## src/rtl/writeback_pkg.sv

```systemverilog
// writeback_pkg: shared types for the register-file writeback arbiter
package writeback_pkg;
  typedef logic [4:0]  regbits_t;
  typedef logic [31:0] word_t;
  typedef struct packed {
    logic     live;
    regbits_t wsel;
    word_t    wdat;
  } wb_entry_t;
endpackage

```

## src/rtl/writeback_arbiter_fifo.sv

```systemverilog
// wb_fifo: long-latency result queue with per-entry WAW squash
//  i_clk/i_nrst      clock, async active-low reset
//  i_push/i_entry    enqueue an entry (ignored when full)
//  i_pop             dequeue the head (ignored when empty)
//  i_squash/_sel     clear live on every entry (incl. one pushed now) with wsel==sel
//  o_head            head entry; o_full/o_empty status
//  o_mem/o_occ       raw entry storage and occupancy, for hazard lookups
module wb_fifo
  import writeback_pkg::*;
#(
  parameter int DEPTH = 2
) (
  input  logic                  i_clk,
  input  logic                  i_nrst,
  input  logic                  i_push,
  input  wb_entry_t             i_entry,
  input  logic                  i_pop,
  input  logic                  i_squash,
  input  regbits_t              i_squash_sel,
  output wb_entry_t             o_head,
  output logic                  o_full,
  output logic                  o_empty,
  output wb_entry_t [DEPTH-1:0] o_mem,
  output logic      [DEPTH-1:0] o_occ
);
  localparam int PW = DEPTH > 1 ? $clog2(DEPTH) : 1;
  localparam int CW = $clog2(DEPTH + 1);
  logic      [PW-1:0]    r_rd, r_wr;
  logic      [CW-1:0]    r_cnt;
  wb_entry_t [DEPTH-1:0] r_mem;
  logic      [DEPTH-1:0] r_occ;
  logic                  w_push, w_pop;
  function automatic logic [PW-1:0] inc(input logic [PW-1:0] p);
    return (p == PW'(DEPTH - 1)) ? '0 : p + 1'b1;
  endfunction
  assign o_full  = r_cnt == CW'(DEPTH);
  assign o_empty = r_cnt == '0;
  assign w_push  = i_push & ~o_full;
  assign w_pop   = i_pop & ~o_empty;
  assign o_head  = r_mem[r_rd];
  assign o_mem   = r_mem;
  assign o_occ   = r_occ;
  always_ff @(posedge i_clk or negedge i_nrst) begin
    if (!i_nrst) begin
      r_rd  <= '0;
      r_wr  <= '0;
      r_cnt <= '0;
      r_mem <= '0;
      r_occ <= '0;
    end else begin
      for (int i = 0; i < DEPTH; i++)
        if (i_squash && r_mem[i].wsel == i_squash_sel) r_mem[i].live <= 1'b0;
      // the pushed slot is empty, so its write never collides with the pop slot
      if (w_push) begin
        r_mem[r_wr] <= '{live: i_entry.live & ~(i_squash && i_entry.wsel == i_squash_sel),
                         wsel: i_entry.wsel, wdat: i_entry.wdat};
        r_occ[r_wr] <= 1'b1;
        r_wr        <= inc(r_wr);
      end
      if (w_pop) begin
        r_occ[r_rd] <= 1'b0;
        r_rd        <= inc(r_rd);
      end
      r_cnt <= r_cnt + CW'(w_push) - CW'(w_pop);
    end
  end
endmodule

```

## src/rtl/writeback_arbiter.sv

```systemverilog
// writeback_arbiter: merges pipeline WB and long-latency results onto one RF write port
//  i_clk/i_nrst            clock, async active-low reset
//  i_pl_wen/_wsel/_wdat    pipeline write request (wsel 0 means no request)
//  i_ll_valid/o_ll_ready   long-latency handshake; i_ll_wsel/_wdat its result
//  o_stall_req             buffer full, pipeline must not write next cycle
//  i_qsel1/2, o_busy1/2    hazard query: register has a queued live write
//  o_rf_wen/_wsel/_wdat    registered register-file write port
module writeback_arbiter
  import writeback_pkg::*;
#(
  parameter int DEPTH = 2
) (
  input  logic     i_clk,
  input  logic     i_nrst,
  input  logic     i_pl_wen,
  input  regbits_t i_pl_wsel,
  input  word_t    i_pl_wdat,
  input  logic     i_ll_valid,
  output logic     o_ll_ready,
  input  regbits_t i_ll_wsel,
  input  word_t    i_ll_wdat,
  output logic     o_stall_req,
  input  regbits_t i_qsel1,
  input  regbits_t i_qsel2,
  output logic     o_busy1,
  output logic     o_busy2,
  output logic     o_rf_wen,
  output regbits_t o_rf_wsel,
  output word_t    o_rf_wdat
);
  wb_entry_t             w_head;
  wb_entry_t             w_ll_entry;
  wb_entry_t [DEPTH-1:0] w_mem;
  logic      [DEPTH-1:0] w_occ;
  logic                  w_full, w_empty, w_pl_req, w_pop;
  logic                  r_rf_wen;
  regbits_t              r_rf_wsel;
  word_t                 r_rf_wdat;
  assign w_pl_req    = i_pl_wen && i_pl_wsel != '0;
  assign w_pop       = ~w_pl_req & ~w_empty;
  // writes to $zero are queued as dead entries so the handshake still completes
  assign w_ll_entry  = '{live: i_ll_wsel != '0, wsel: i_ll_wsel, wdat: i_ll_wdat};
  assign o_ll_ready  = ~w_full;
  assign o_stall_req = w_full;
  assign o_rf_wen    = r_rf_wen;
  assign o_rf_wsel   = r_rf_wsel;
  assign o_rf_wdat   = r_rf_wdat;
  wb_fifo #(.DEPTH(DEPTH)) u_fifo (
    .i_clk       (i_clk),
    .i_nrst      (i_nrst),
    .i_push      (i_ll_valid & o_ll_ready),
    .i_entry     (w_ll_entry),
    .i_pop       (w_pop),
    .i_squash    (w_pl_req),
    .i_squash_sel(i_pl_wsel),
    .o_head      (w_head),
    .o_full      (w_full),
    .o_empty     (w_empty),
    .o_mem       (w_mem),
    .o_occ       (w_occ)
  );
  always_comb begin
    o_busy1 = 1'b0;
    o_busy2 = 1'b0;
    for (int i = 0; i < DEPTH; i++) begin
      o_busy1 = o_busy1 | (w_occ[i] & w_mem[i].live & (w_mem[i].wsel == i_qsel1));
      o_busy2 = o_busy2 | (w_occ[i] & w_mem[i].live & (w_mem[i].wsel == i_qsel2));
    end
    o_busy1 = o_busy1 & (i_qsel1 != '0);
    o_busy2 = o_busy2 & (i_qsel2 != '0);
  end
  // a popped dead entry still loads its fields but leaves the write disabled
  always_ff @(posedge i_clk or negedge i_nrst) begin
    if (!i_nrst) begin
      r_rf_wen  <= 1'b0;
      r_rf_wsel <= '0;
      r_rf_wdat <= '0;
    end else begin
      r_rf_wen <= w_pl_req | (w_pop & w_head.live);
      if (w_pl_req) begin
        r_rf_wsel <= i_pl_wsel;
        r_rf_wdat <= i_pl_wdat;
      end else if (w_pop) begin
        r_rf_wsel <= w_head.wsel;
        r_rf_wdat <= w_head.wdat;
      end
    end
  end
endmodule

```

## config.mk

```make
export PLATFORM = sky130hd
export DESIGN_NAME = writeback_arbiter
export DESIGN_NICKNAME = d
export VERILOG_FILES = /design/src/rtl/writeback_pkg.sv /design/src/rtl/writeback_arbiter_fifo.sv /design/src/rtl/writeback_arbiter.sv
export SDC_FILE = /design/constraint.sdc
export NUM_CORES = 1
export LEC_CHECK = 0
export BUFFER_PORTS_ARGS = -buffer_cell sky130_fd_sc_hd__buf_2
export CORE_MARGIN = 1.5
export CORE_UTILIZATION = 54
export DETAILED_ROUTE_END_ITERATION = 8
export GPL_TIMING_DRIVEN = 1
export HOLD_SLACK_MARGIN = 0.06
export PLACE_DENSITY = 0.84
export SYNTH_ARGS = -nofsm -noshare
export SYNTH_HDL_FRONTEND = slang
export SYNTH_SLANG_ARGS = --single-unit
```

## constraint.sdc

```tcl
create_clock -name i_clk -period 1.95 [get_ports i_clk]
set_clock_uncertainty 0.1 [all_clocks]
set_input_delay 0.195 -clock i_clk [delete_from_list [all_inputs] [get_ports i_clk]]
set_output_delay 0.195 -clock i_clk [all_outputs]
set_load 0.005 [all_outputs]
```

==> impl_metrics.sql <==
INSERT INTO impl_metrics (metric_group, metric, value, unit) VALUES
('synthesis', 'synth_most_common_cell', 'dfrtp_1', ''),
('grt', 'wire_length_of_the_first_global_routing_pass', '26000', 'µm'),
('clocking', 'clk_pin_slew', '0.06', 'ns'),
('layout', 'fin_nets', '804', ''),
('synthesis', 'synth_area', '5660', 'µm²'),
('sta', 'setup_viol', '2', ''),
('grt', 'groute.usage.overall', '30.7', '%'),
('status', 'status', 'complete, but fails checks', ''),
('job', 'cap_viol_max_count', '0', ''),
('status', 'violated_checks', 'setup timing', ''),
('synthesis', 'proportion_of_synthesized_chip_area_in_sequential_cells', '53.1', '%'),
('synthesis', 'synth_cell_types', '31', ''),
('synthesis', 'synth_area_per_cell', '11.4', 'µm²'),
('clocking', 'clock-sinks', '120', ''),
('layout', 'antennaDiodeCount', '0', ''),
('route', 'route.final.wire_length', '16100', 'µm'),
('synthesis', 'share_of_the_synthesized_area_in_the_top_cell_type', '53.1', '%'),
('synthesis', 'synthTopCellsByArea', 'dfrtp_1 53%, mux2_2 15%, mux2i_1 6.4%, xor2_1 3.9%, a21oi_1 3.5%', ''),
('layout', 'final_layout_size_suffix_gt1_share', '37.4', '%'),
('sta', 'final-max-slew-violation-count', '0', ''),
('clocking', 'clkLatencyLatePin', '0.52', 'ns'),
('pwr', 'vdd_ir_drop_max', '0.830', 'mV'),
('sta', 'share_of_the_clock_period_used_by_the_worst_path_after_layout', '108', '%'),
('route', 'detail_route.wl_per_cell', '18.6', 'µm'),
('floorplan', 'die_area', '11100', 'µm²'),
('synthesis', 'syn_nets', '587', ''),
('route', 'drt_iter0_drc', '250', ''),
('placement', 'buffer_ports.inserted', '129', ''),
('worst_setup_path', 'critical_path.max_fanout', '2', ''),
('sta', 'number_of_hold_slack_violations_in_the_final_timing_report', '0', ''),
('clocking', 'cts-buffers-inserted', '17', ''),
('worst_setup_path', 'critical_path_class', 'flip-flop to output port', ''),
('synthesis', 'yosys_register_bits', '120', ''),
('grt', 'first_global_vias', '5359', ''),
('floorplan', 'ioPinCount', '130', ''),
('sta', 'rsz_0062_raised_after_global_routing', 'true', ''),
('clocking', 'cts_buffer_depth', '2', ''),
('sta', 'whs', '0.0321', 'ns'),
('sta', 'worst_pin_slew', '0.374', 'ns'),
('sta', 'post-route-worst-setup-slack', '-0.157', 'ns'),
('floorplan', 'die_y', '105', 'µm'),
('pwr', 'post-layout-total-power', '12.8', 'mW'),
('route', 'residual_antenna_violating_net_count_after_detailed_routing', '0', ''),
('layout', 'final_core_utilization', '78.1', '%'),
('pwr', 'power.static_leakage', '3.72', 'nW'),
('layout', 'area_growth', '41.2', '%'),
('synthesis', 'postSynth.asyncResetShare', '100', '%'),
('floorplan', 'core-area', '10200', 'µm²'),
('sta', 'slew_headroom', '75.1', '%'),
('worst_setup_path', 'timing.critical_path.required', '1.65', 'ns'),
('synthesis', 'post_synth_edffs', '0', ''),
('placement', 'place.detailed.hpwl', '9190', 'µm'),
('pwr', 'power.density', '1600', 'nW/µm²'),
('layout', 'finish.instance_area', '7990', 'µm²'),
('grt', 'grt_max_degree', '77', ''),
('placement', 'gp_congestion', '0.942', ''),
('worst_setup_path', 'timing.rr.start', 'u_fifo.r_cnt[1]', ''),
('route', 'firstDrtPassIters', '5', ''),
('clocking', 'cts_max_level', '4', ''),
('placement', 'pre_cts_ws', '0.0622', 'ns'),
('route', 'via_count', '4834', ''),
('worst_setup_path', 'critical_path.endpoint_type', 'output port', ''),
('synthesis', 'yosysWarnings', '0', ''),
('synthesis', 'commonest_cells_in_the_netlist', '120 x dfrtp_1, 74 x mux2_2, 42 x nand2_1', ''),
('placement', 'post_dp_cell_area', '6540', 'µm²'),
('route', 'drcViolationCount', '0', ''),
('sta', 'fmax', '0.475', 'GHz'),
('route', 'vias_per_cell', '5.60', ''),
('clocking', 'clock_tree.root_cell', 'clkbuf_8', ''),
('grt', 'antenna_found_initial', '0', ''),
('synthesis', 'post_synthesis_cell_count', '498', ''),
('worst_setup_path', 'startpoint_type', 'flip-flop', ''),
('floorplan', 'dieWidth', '105', 'µm'),
('synthesis', 'synth.largest_area_cell', 'dfrtp_1', ''),
('floorplan', 'rows', '37', ''),
('synthesis', 'synth_flop_cell', 'dfrtp_1', ''),
('floorplan', 'initial_core_util', '55.3', '%'),
('worst_hold_path', 'worstHoldPathType', 'input pin to asynchronous set/reset pin', ''),
('grt', 'grt_remaining_overflow', '0', ''),
('sta', 'period_needed', '2.11', 'ns'),
('layout', 'filler_instances', '614', ''),
('clocking', 'cts_tree', 'built', ''),
('worst_setup_path', 'arrival', '1.81', 'ns');
==> critical path, stage by stage, from the launching register on <==
cell     delay, ns
dfrtp_2       0.42
xor2_1        0.16
nor4_1        0.32
nand4_1       0.13
a21oi_1       0.14
buf_2         0.12
==> power breakdown <==
group / internal [mW] / leakage (nW) / total, mW / switching, mW
Sequential: 3.72 / 1.42 / 4.63 / 0.915
Combinational: 2.49 / 1.99 / 4.86 / 2.37
Clock: 2.22 / 0.305 / 3.27 / 1.05
Total: 8.43 / 3.72 / 12.8 / 4.34
==> final cells by class <==
| class | count | area [µm²] | share of cell area, % |
|---|---|---|---|
| Sequential cell | 120 | 3020 | 37.8 |
| Multi-Input combinational cell | 343 | 2490 | 31.2 |
| Timing Repair Buffer | 229 | 1680 | 21.0 |
| Clock buffer | 21 | 439 | 5.50 |
| Clock inverter | 10 | 175 | 2.19 |
| Tap cell | 136 | 170 | 2.13 |
| Inverter | 4 | 15.0 | 0.188 |
==> cells by family (layout without fill, tap and decap cells) <==
kind of cell | after synthesis | after routing | synth area share (%)
AOI/OAI and AO/OA | 86 | 86 | 8.14
xor gates and xnor gates | 36 | 36 | 5.57
adders and majority gates | 1 | 1 | 0.221
buffers and inverters | 35 | 264 | 3.25
DFF | 120 | 120 | 53.1
muxes | 110 | 110 | 21.1
and+or+nand+nor | 110 | 110 | 8.65
==> stage by stage <==
| stage | TNS [ns] | std cells |
|---|---|---|
| after floorplan | 0 | 498 |
| after global placement | 0 | 749 |
| after detailed placement | 0 | 749 |
| after CTS | -0.322 | 864 |
| after global routing | -0.442 | 863 |
| final | -0.293 | 863 |
==> path summary, 6_finish.rpt <==
path / end / slack (ns) / cells after the start
worst min register to register: flip-flop / 0.40 / 1
worst max register to register: flip-flop / 0.17 / 4
worst max-delay path: o_busy2 / -0.16 / 5
max in group asynchronous: asynchronous set/reset pin / 1.01 / 3
min in group i_clk: o_rf_wen / 0.09 / 4
worst min-delay path: asynchronous set/reset pin / 0.03 / 2
==> layer usage <==
metal	track usage (%)	vias to the layer above	routed length, µm
li1	-	2171	-
met1	33.6	2398	6040
met2	55.6	225	8570
met3	7.67	40	999
met4	14.4	0	445
met5	0	-	0
==> timing repair <==
action | 4_1_cts | 5_1_grt
endpoints found under the hold margin | 237 | 0
buffers inserted | 6 | 0
gates resized for setup | 9 | 2
pin swaps | 8 | 1
hold buffers | 78 | 0
endpoints found under the setup margin | 2 | 28
==> layout by cell type, fill, tap and decap left out, drive strengths merged, types with 4 or more instances in the layout <==
cell and count:
nor3 5, xnor2 11, nor2 41, inv 4, buf 152, clkinv 5
dlygate4sd3 77, clkbuf 21, mux2i 36, or4 4, nand2 42, nor4 4
a21oi 40, nand4 7, dfrtp 120, bufinv 5, xor2 25, mux2 74
o21ai 40
Note: power is estimated with default switching activity, not from simulation.
